==> config.mk <==
export PLATFORM = sky130hd
export DESIGN_NAME = hpm_window_sampler_flat
export DESIGN_NICKNAME = d
export VERILOG_FILES = /design/src/rtl/hpm_window_sampler_if.sv /design/src/rtl/hpm_window_sampler.sv /design/src/flat_wrapper.sv
export SDC_FILE = /design/constraint.sdc
export NUM_CORES = 1
export LEC_CHECK = 0
export BUFFER_PORTS_ARGS = -buffer_cell sky130_fd_sc_hd__buf_2
export CORE_ASPECT_RATIO = 1.25
export CORE_MARGIN = 1
export CORE_UTILIZATION = 55
export DETAILED_ROUTE_END_ITERATION = 8
export PLACE_DENSITY = 0.76
export SLEW_MARGIN = 30
export SYNTH_ARGS = -nofsm -noshare
export SYNTH_HDL_FRONTEND = slang
export SYNTH_SLANG_ARGS = --single-unit
==> constraint.sdc <==
create_clock -name clk_h -period 2.7 [get_ports clk_h]
set_clock_uncertainty 0.1 [all_clocks]
set_input_delay 0.135 -clock clk_h [delete_from_list [all_inputs] [get_ports clk_h]]
set_output_delay 0.135 -clock clk_h [all_outputs]
set_load 0.02 [all_outputs]
==> src/rtl/hpm_window_sampler_if.sv <==
// rtl/hpm_window_sampler_if.sv - snapshot/handoff bundle between window sampler and detector
interface hpm_window_sampler_if;
    logic [1:0][31:0] hpm_o;
    logic             enable_d_o;
    logic             end_d_i;
    logic [1:0]       alert_i;

    modport master (output hpm_o, output enable_d_o, input end_d_i, input alert_i);
    modport slave  (input hpm_o, input enable_d_o, output end_d_i, output alert_i);
endinterface

==> src/rtl/hpm_window_sampler.sv <==
// rtl/hpm_window_sampler.sv - windowed imiss/jump-stall counter feeding the detector handoff
// Optional feature: DIWALL_ALERT_IRQ_EN enables the sticky attack interrupt irq_o.
module hpm_window_sampler #(
    parameter int unsigned WINDOW_LEN = 1024,
    parameter int unsigned ATK_CNT_W  = 16
) (
    input  logic                 clk_h,
    input  logic                 rst_h,
    input  logic                 sample_en_i,
    input  logic                 imiss_i,
    input  logic                 jmp_stall_i,
    hpm_window_sampler_if.master det,
    output logic [1:0]           last_alert_o,
    output logic [ATK_CNT_W-1:0] attack_cnt_o,
    output logic                 overrun_o,
    output logic                 irq_o,
    input  logic                 irq_clr_i
);

    typedef enum logic [1:0] {IDLE, RUN, PEND} state_t;

    localparam logic [31:0] LAST_TICK = 32'(WINDOW_LEN - 1);

    state_t      state;
    logic [31:0] timer;
    logic [31:0] imiss_cnt;
    logic [31:0] jmp_cnt;

    logic        counting;
    logic        win_close;
    logic        done;
    logic        attack;
    logic [31:0] imiss_nxt;
    logic [31:0] jmp_nxt;

    assign counting  = (state != IDLE) && sample_en_i;
    assign win_close = counting && (timer == LAST_TICK);
    assign done      = (state == PEND) && det.end_d_i;
    assign attack    = done && (det.alert_i != 2'b00);
    // the closing cycle's own strobes belong to the window being snapshotted
    assign imiss_nxt = imiss_cnt + 32'(imiss_i);
    assign jmp_nxt   = jmp_cnt + 32'(jmp_stall_i);

    always_ff @(posedge clk_h or negedge rst_h) begin
        if (!rst_h) begin
            state          <= IDLE;
            timer          <= '0;
            imiss_cnt      <= '0;
            jmp_cnt        <= '0;
            det.hpm_o      <= '0;
            det.enable_d_o <= 1'b0;
            last_alert_o   <= 2'b00;
            attack_cnt_o   <= '0;
            overrun_o      <= 1'b0;
        end else begin
            det.enable_d_o <= 1'b0;

            if (counting && !win_close) begin
                timer     <= timer + 32'd1;
                imiss_cnt <= imiss_nxt;
                jmp_cnt   <= jmp_nxt;
            end else begin
                timer     <= '0;
                imiss_cnt <= '0;
                jmp_cnt   <= '0;
            end

            if (done) begin
                last_alert_o <= det.alert_i;
                if (attack && (attack_cnt_o != '1)) begin
                    attack_cnt_o <= attack_cnt_o + ATK_CNT_W'(1);
                end
            end

            // a completion in the closing cycle frees the slot for this snapshot
            if (win_close && ((state == RUN) || done)) begin
                det.hpm_o      <= {imiss_nxt, jmp_nxt};
                det.enable_d_o <= 1'b1;
            end

            if (win_close && (state == PEND) && !done) begin
                overrun_o <= 1'b1;
            end else if (irq_clr_i) begin
                overrun_o <= 1'b0;
            end

            case (state)
                IDLE: if (sample_en_i) state <= RUN;
                RUN: begin
                    if (win_close)         state <= PEND;
                    else if (!sample_en_i) state <= IDLE;
                end
                PEND: begin
                    if (done && !win_close) state <= sample_en_i ? RUN : IDLE;
                end
                default: state <= IDLE;
            endcase
        end
    end

`ifdef DIWALL_ALERT_IRQ_EN
    always_ff @(posedge clk_h or negedge rst_h) begin
        if (!rst_h) begin
            irq_o <= 1'b0;
        end else if (attack) begin
            irq_o <= 1'b1;
        end else if (irq_clr_i) begin
            irq_o <= 1'b0;
        end
    end
`else
    assign irq_o = 1'b0;
`endif

endmodule

==> src/flat_wrapper.sv <==
// flat-port wrapper written by rule: the top's interface ports become plain ports
module hpm_window_sampler_flat 
#(
    parameter int unsigned WINDOW_LEN = 1024,
    parameter int unsigned ATK_CNT_W  = 16
)
  (clk_h, rst_h, sample_en_i, imiss_i, jmp_stall_i, last_alert_o, attack_cnt_o, overrun_o, irq_o, irq_clr_i, det_hpm_o, det_enable_d_o, det_end_d_i, det_alert_i);
  hpm_window_sampler_if det_i ();
  input  logic clk_h;
  input  logic rst_h;
  input  logic sample_en_i;
  input  logic imiss_i;
  input  logic jmp_stall_i;
  output logic [1:0] last_alert_o;
  output logic [ATK_CNT_W-1:0] attack_cnt_o;
  output logic overrun_o;
  output logic irq_o;
  input  logic irq_clr_i;
  output wire logic [$bits(det_i.hpm_o)-1:0] det_hpm_o;
  output wire logic [$bits(det_i.enable_d_o)-1:0] det_enable_d_o;
  input wire logic [$bits(det_i.end_d_i)-1:0] det_end_d_i;
  input wire logic [$bits(det_i.alert_i)-1:0] det_alert_i;
  assign det_hpm_o = det_i.hpm_o;
  assign det_enable_d_o = det_i.enable_d_o;
  assign det_i.end_d_i = det_end_d_i;
  assign det_i.alert_i = det_alert_i;
  hpm_window_sampler #(.WINDOW_LEN(WINDOW_LEN), .ATK_CNT_W(ATK_CNT_W)) u_core (.clk_h(clk_h), .rst_h(rst_h), .sample_en_i(sample_en_i), .imiss_i(imiss_i), .jmp_stall_i(jmp_stall_i), .det(det_i), .last_alert_o(last_alert_o), .attack_cnt_o(attack_cnt_o), .overrun_o(overrun_o), .irq_o(irq_o), .irq_clr_i(irq_clr_i));
endmodule
Word level (Yosys, flattened, before mapping)
Cells that the tools add are included.
{"block": "totals", "reg_bits": 182, "input_bits": 9}
{"block": "op_classes", "n_addsub": 4, "eq_ne": 7, "n_mux": 12, "reduce_logical": 19}
{"op": "two-way mux 32 bit", "count": 3}
{"op": "adder 32 x 1 -> 32 bit", "count": 2}
{"op": "adder 32 x 1 -> 32 bit (second input constant)", "count": 1}
{"op": "== test 32 x 10 -> 1 bit (second input constant)", "count": 1}
{"op": "adder 16 x 1 -> 16 bit (second input constant)", "count": 1}
{"op": "!= test 16 bit (second input constant)", "count": 1}
{"op": "logical AND 1 bit", "count": 10}
{"op": "two-way mux 2 bit", "count": 4}
{"op": "one-hot mux 2 bit (3 select lines)", "count": 1}
{"op": "nonzero test 2 bit", "count": 3}
{"op": "two-way mux 1 bit", "count": 4}
{"op": "!= test 2 bit (second input constant)", "count": 2}
{"op": "!= test 3 x 2 -> 1 bit (second input constant)", "count": 1}
{"op": "AND reduction 3 bit", "count": 1}
{"op": "== test 2 x 1 -> 1 bit (second input constant)", "count": 1}
{"op": "== test 2 bit (second input constant)", "count": 1}
{"op": "logical NOT 1 bit", "count": 2}
{"op": "logical NOT 2 bit", "count": 1}
{"op": "AND reduction 2 bit", "count": 1}
{"op": "logical OR 1 bit", "count": 1}

Logic depth before layout (Yosys ltp)
Gate-level depths: netlist of run 1.
{"block": "depth", "word_depth": 7, "ltp_mapped": 9}

Least setup slack after synthesis of run 1
OpenSTA, ideal clock, no wires.
{"block": "synth_path", "path_type": "register to register", "start": "reg u_core.timer[18]", "end": "reg u_core.imiss_cnt[30]", "setup_ns": 0.122, "arrival_time_ns": 1.941, "slack_ns": 0.537, "stages_incl_launch_ff": 9, "period_less_slack_ns": 2.163, "cell_sequence": "dfrtp_1 -> or4_4 -> nor4_2 -> and2_2 -> or3b_1 -> buf_4 -> buf_6 -> buf_6 -> nor2_1"}
{"block": "synth_between", "elab_chain_cells": 5}
{"item": "start: declaration", "line_no": "hpm_window_sampler.sv:25", "source": "logic [31:0] timer;"}
{"item": "start signal: assignment", "line_no": "hpm_window_sampler.sv:59", "source": "timer <= timer + 32'd1;"}
{"item": "== test 32 x 10 -> 1 bit", "line_no": "hpm_window_sampler.sv:37", "source": "assign win_close = counting && (timer == LAST_TICK);"}
{"item": "logical AND 1 bit", "line_no": "hpm_window_sampler.sv:37"}
{"item": "logical NOT 1 bit", "line_no": "hpm_window_sampler.sv:58", "source": "if (counting && !win_close) begin"}
{"item": "logical AND 1 bit", "line_no": "hpm_window_sampler.sv:58"}
{"item": "two-way mux 32 bit", "line_no": "hpm_window_sampler.sv:58"}
{"item": "end signal: assignment", "line_no": "hpm_window_sampler.sv:60", "source": "imiss_cnt <= imiss_nxt;"}
{"item": "end: declaration", "line_no": "hpm_window_sampler.sv:26", "source": "logic [31:0] imiss_cnt;"}
No other way between the ends.
A chain may end at the register's enable or synchronous reset.

Worst setup path after layout of run 1
{"block": "layout_path", "start": "reg u_core.timer[18]", "end": "reg u_core.timer[26]"}
{"block": "layout_between", "elab_chain_cells": 5, "word_cells_on_any_way": 6}
{"item": "parallel branches: the longest is 4 deep, another holds adder 32 x 1 -> 32 bit"}
{"item": "two-way mux 32 bit *", "line_no": "hpm_window_sampler.sv:58"}
Every way passes the cells marked *.

==> impl_metrics.json, run 1 <==
{
  "synth_cell_types": 39,
  "rsz0062_at_grt": "false",
  "first_pass_iters": 4,
  "whs_ns": 0.1518,
  "ys_seq_elements": 182,
  "seq_power_share_pct": 49.4,
  "max_freq_mhz": 404.0,
  "drt_iter0_drc": 357,
  "num_antenna_cells": 0,
  "grt_pass1_vias": 5634,
  "crit_fanout": 75,
  "power_mw": 5.542,
  "syn_inst": 794,
  "leakagePower_nw": 4.325,
  "htree_levels": 4,
  "clkLatencyLatePin_ns": 0.43,
  "port-buffer-count": 92,
  "tns_ns": 0,
  "worstMarginPinSlew_ns": 0.5955,
  "grtUsageTotal_pct": 22.95,
  "grt_max_degree": 113,
  "ys_warn_count": 0,
  "hp-class": "in -> async",
  "finalHoldViolCount": 0,
  "start_kind": "flop",
  "place.gp.congestion": 0.8229,
  "end_kind": "flop",
  "final_common_cell": "dfrtp_1",
  "die_h_um": 136.9,
  "boundaryPins": 94,
  "syn_area_um2": 8013,
  "vias": 5952,
  "period_minus_slack_ns": 2.475,
  "ys_top_cells_by_area": "dfrtp_1 57%, xnor2_1 6.0%, nor2_1 5.8%",
  "status": "complete, no violations",
  "vias_per_cell": 5.491,
  "dpl_cell_area_um2": 8703,
  "path_cells": "or4_4 > nor4_2 > and2_2 > or3b_4 > buf_12 > nor2_1",
  "totalWireLength_um": 15680,
  "cts_resized": 0,
  "core_area_um2": 13990,
  "synth_seq_area_share_pct": 56.84,
  "initial_utilization_pct": 57.26,
  "clkTransAtPathRegs_ns": 0.07,
  "swShare_pct": 20.97,
  "path_buf_inv": 1,
  "vdd.ir_drop.worst_mv": 0.4130,
  "antenna_found_initial": 0,
  "setup_viol": 0,
  "drc_errors": 0,
  "wire_per_inst_um": 14.46,
  "grt_first_pass_wirelength_um": 26630,
  "drv_cap": 0,
  "clock-sinks": 182,
  "finalMaxSlewViolations": 0,
  "cts_tree": "built",
  "cts_buffer_depth": 2,
  "postRouteAntennaNets": 0,
  "die_area_um2": 15060,
  "slew_headroom_pct": 60.30,
  "max_stage_delay_ns": 0.56,
  "p_per_area_nw_per_um2": 587.8,
  "post_cts_buffers": 0,
  "synth_ff_type": "dfrtp_1",
  "syn-num-nets": 809,
  "final_cell_mix": "182 x dfrtp_1, 124 x nor2_1, 91 x buf_2",
  "critPathTopFamily": "simple AND/OR/NAND/NOR gates",
  "synthArstFlopShare_pct": 100.0,
  "synth_top_area_share_pct": 56.84,
  "clock-root-buffer": "clkbuf_16",
  "p_switching_mw": 1.162,
  "synth_edf_count": 0,
  "dp_hpwl_um": 10630,
  "fp.dieW_um": 110.0,
  "final_nets": 911,
  "stdcell_area_um2": 9429,
  "yosysTopAreaCell": "dfrtp_1",
  "pwr-share-clk_pct": 48.3,
  "final_layout_size_suffix_gt1_share_pct": 16.61,
  "power.share.combinational_pct": 2.3,
  "synthToLayoutAreaGrowth_pct": 17.68,
  "core.rowCount": 48,
  "cp.required_ns": 2.90,
  "arrival_ns": 2.68,
  "numCtsBuffers": 17,
  "fin_crit_sh_pct": 91.68,
  "grt_overflow_total": 0,
  "p_int_mw": 4.380,
  "synth.avg_cell_area_um2": 10.09,
  "crit_slowest_cell": "or4_4",
  "fin_util_pct": 67.38,
  "cts_hold_buf": 8,
  "crit_type": "reg -> reg"
}
## sequential cells by signal (all words and copies together) (netlist names)
name	count
u_core.det.hpm_o	64
u_core.imiss_cnt	32
u_core.jmp_cnt	32
u_core.timer	32
u_core.attack_cnt_o	16
u_core.last_alert_o	2
u_core.state	2
u_core.det.enable_d_o	1
u_core.overrun_o	1
## Yosys cell counts (3+ instances only)
cell type and number:
mux2_2 3, nor4_1 16, o21ai_0 62, xnor2_1 55
dfrtp_1 182, nor2_1 124, nand2_1 88, xor2_1 46
clkbuf_1 19, ha_1 6, and3_1 17, and2_1 4
o21a_1 3, nand3_1 40, buf_2 6, and4_1 14
nor3_1 16, inv_1 13, a21oi_1 13, nand2b_1 4
nand4_1 39, buf_6 5
## layout make-up
cell class	instances	area [um^2]
clock buffer	19	452.9
inverter	13	48.80
tap	175	219.0
multi-input combinational	567	3252
timing repair buffer	115	709.4
sequential	182	4554
clock inverter	13	192.7
fill	1103	4564
## final timing paths
path / slack [ns] / end / from / cells after the start
max reg2reg: 0.22 / u_core.timer[26] / u_core.timer[18] / 6
min reg2reg: 0.37 / u_core.det.hpm_o[14] / u_core.det.hpm_o[14] / 2
min: 0.15 / u_core.attack_cnt_o[13] / rst_h / 2
min in group clk_h: 0.37 / u_core.det.hpm_o[14] / u_core.det.hpm_o[14] / 2
max in group asynchronous: 1.59 / u_core.jmp_cnt[21] / rst_h / 3
max: 0.22 / u_core.timer[26] / u_core.timer[18] / 6
## cells by family after synthesis
logic type / Yosys count / synth area share [%]
XOR/XNOR: 101 / 11.04
adder cells (fa/ha/maj): 6 / 0.9369
buffers and inverters: 45 / 2.764
other: 1 / 0.04680
multiplexers: 3 / 0.4216
AO/OA/AOI/OAI: 83 / 5.419
AND/OR/NAND/NOR: 373 / 22.53
flip-flops: 182 / 56.84
## power groups by stage
stage	Combinational [mW]	Sequential [mW]	Clock, mW
6_report	0.128	2.74	2.68
5_1_grt	0.148	2.74	2.83
4_1_cts	0.133	2.74	2.71
3_5_place_dp	0.126	2.79	0
3_3_place_gp	0.123	2.79	0
2_1_floorplan	0.0455	2.79	0
## worst reg2reg max path, delay by kind of cell, from the launching register on
| kind | cells | cell delay, ns |
|---|---|---|
| buf+inv | 1 | 0.30 |
| flops | 1 | 0.45 |
| simple gates | 5 | 1.51 |
## metal layers
metal	up-vias	share of wire (%)	track usage, %
met5	-	0	0
met4	0	2.0	10.00
met3	23	3.3	3.762
met2	123	50	38.09
met1	2894	45	29.51
li1	2912	-	-
## per-stage QoR
| stage | instances | setup slack, ns |
|---|---|---|
| finish | 1084 | 0.2246 |
| global route | 1084 | 0.04740 |
| CTS | 1084 | 0.2267 |
| detailed placement | 1044 | 0.2352 |
| global placement | 1044 | 0.3079 |
| floorplan | 794 | 0.5372 |
(Power assumes the default switching activity.)
==> run 2: changes to the inputs <==
--- a/config.mk
+++ b/config.mk
@@ -6,11 +6,13 @@
 export NUM_CORES = 1
 export LEC_CHECK = 0
 export BUFFER_PORTS_ARGS = -buffer_cell sky130_fd_sc_hd__buf_2
+export CELL_PAD_IN_SITES_DETAIL_PLACEMENT = 1
+export CELL_PAD_IN_SITES_GLOBAL_PLACEMENT = 1
 export CORE_ASPECT_RATIO = 1.25
 export CORE_MARGIN = 1
-export CORE_UTILIZATION = 55
+export CORE_UTILIZATION = 45
 export DETAILED_ROUTE_END_ITERATION = 8
-export PLACE_DENSITY = 0.76
+export PLACE_DENSITY_LB_ADDON = 0.1
 export SLEW_MARGIN = 30
 export SYNTH_ARGS = -nofsm -noshare
 export SYNTH_HDL_FRONTEND = slang
==> run 2 against run 1 <==
First-iteration DRC count decreased by 32%. Non-clock buffer count increased by 1. Sequential power about the same. Flip-flop and latch count unchanged. Register-to-register slack improved by 0.05 ns. Via count increased by 3.2%. Setup slack improved by 0.051 ns. Maximum frequency increased by 2.1%. Largest cell class unchanged. Design area about the same. Core utilization decreased by 13 points.
==> impl_metrics.json, run 2 (same netlist as run 1, synthesis figures left out) <==
{
  "synthToLayoutAreaGrowth_pct": 17.74,
  "antenna_found_initial": 0,
  "largest_reg_flops": 64,
  "final_layout_size_suffix_gt1_share_pct": 16.70,
  "finalHoldViolCount": 0,
  "start_kind": "flop",
  "worstMarginPinSlew_ns": 0.7411,
  "boundaryPins": 94,
  "dp_hpwl_um": 13220,
  "core_area_um2": 17430,
  "die_area_um2": 18350,
  "clock-sinks": 182,
  "crit_type": "reg -> reg",
  "grt_max_degree": 121,
  "final_common_cell": "dfrtp_1",
  "drv_cap": 0,
  "vias_per_cell": 5.415,
  "clkLatencyLatePin_ns": 0.43,
  "post_cts_buffers": 0,
  "max_stage_delay_ns": 0.56,
  "period_minus_slack_ns": 2.424,
  "fp.dieW_um": 121.4,
  "r2r-start": "u_core.timer[18]",
  "postRouteAntennaNets": 0,
  "initial_utilization_pct": 45.97,
  "totalWireLength_um": 19370,
  "htree_levels": 4,
  "max_freq_mhz": 412.5,
  "first_pass_iters": 4,
  "grt_pass1_vias": 6508,
  "num_antenna_cells": 0,
  "port-buffer-count": 92,
  "drc_errors": 0,
  "vias": 6141,
  "timing.final.ws_setup_ns": 0.2757,
  "grt_first_pass_wirelength_um": 32620,
  "vdd.ir_drop.worst_mv": 0.3475,
  "drt_iter0_drc": 243,
  "slew_headroom_pct": 50.59,
  "core.rowCount": 54,
  "top_register": "u_core.det.hpm_o",
  "startpoint": "u_core.timer[18]",
  "crit_slowest_cell": "or4_4",
  "crit_fanout": 23,
  "leakagePower_nw": 4.296,
  "numCtsBuffers": 17,
  "tns_ns": 0,
  "grt_overflow_total": 0,
  "final_cell_mix": "182 x dfrtp_1, 124 x nor2_1, 91 x buf_2",
  "path_cells": "or4_4 > nor4_2 > and2_2 > or3b_4 > buf_4 > nor2_1",
  "dpl.cell_count": 1094,
  "end_kind": "flop",
  "cts_tree": "built",
  "clkTransAtPathRegs_ns": 0.07,
  "arrival_ns": 2.63,
  "clock-root-buffer": "clkbuf_16",
  "p_per_area_nw_per_um2": 571.1,
  "finalMaxSlewViolations": 0,
  "place.gp.congestion": 0.7962,
  "status": "complete, no violations",
  "wire_per_inst_um": 17.08,
  "hp-class": "in -> async",
  "fin_crit_sh_pct": 89.79,
  "cts_buffer_depth": 2,
  "pre_cts_slack_ns": 0.2477,
  "cts_resized": 0,
  "final_nets": 912,
  "grtUsageTotal_pct": 22.72,
  "layout.cells.non_filler": 1134,
  "cp.required_ns": 2.90,
  "setup_viol": 0,
  "rsz0062_at_grt": "false",
  "die_h_um": 151.2,
  "fin_util_pct": 54.12
}
## run 2: changes by cell type in the layout (fill, tap and decap cells not counted)
cell,before,now
inv_8,1,0
buf_12,4,3
clkinv_2,2,3
buf_4,11,13
clkinvlp_4,1,3
bufinv_16,4,2
inv_6,3,5
clkinv_4,2,0
## run 2: cell type report
class                   instances  area, um^2
fillers                      1968        7998
clock buffers                  19       452.9
flip-flops and latches        182        4554
multi-input cells             567        3252
inverters                      13       48.80
well taps                     224       280.3
clock inverters                13       141.4
repair buffers                116       704.4
## run 2: worst max-delay path: cells and delay by family, from the launching register on
kind,cells,cell delay (ns)
flops,1,0.45
simple gates,5,1.49
buf+inv,1,0.26
## run 2: what timing repair did
item | in CTS | in global routing
hold buffers | 8 | 0
hold endpoints to repair | 79 | 0
setup endpoints to repair | 0 | 0
## run 2: worst paths after layout
path                                           end  slack, ns  depth (start not counted)
max                               u_core.timer[11]       0.28                          6
min                        u_core.attack_cnt_o[13]       0.20                          2
max reg2reg                       u_core.timer[11]       0.28                          6
min reg2reg                   u_core.det.hpm_o[12]       0.37                          2
max in group asynchronous       u_core.jmp_cnt[13]       1.45                          3
min in group clk_h            u_core.det.hpm_o[12]       0.37                          2
## run 2: layer usage
layer | track usage (%) | share of wire (%) | vias to the layer above | wire length (um)
li1 | - | - | 2911 | -
met1 | 26.65 | 41 | 3094 | 7898
met2 | 41.39 | 55 | 110 | 10570
met3 | 4.631 | 3.3 | 26 | 648
met4 | 6.914 | 1.3 | 0 | 259
met5 | 0 | 0 | - | 0
## run 2: through the flow
| step | power, mW | cell area [um^2] | hold WS, ns |
|---|---|---|---|
| after floorplan | 2.837 | 8013 | -0.2606 |
| after global placement | 2.916 | 8760 | 0.1050 |
| after detailed placement | 2.923 | 8760 | 0.1100 |
| after CTS | 5.452 | 9434 | 0.2180 |
| after global routing | 5.563 | 9434 | 0.2566 |
| final | 5.388 | 9434 | 0.1959 |
## run 2: power breakdown
part	total, mW	internal [mW]	switching [mW]
sequential	2.74	2.73	0.00604
combinational	0.137	0.0358	0.101
clock	2.51	1.42	1.09
total	5.39	4.19	1.20
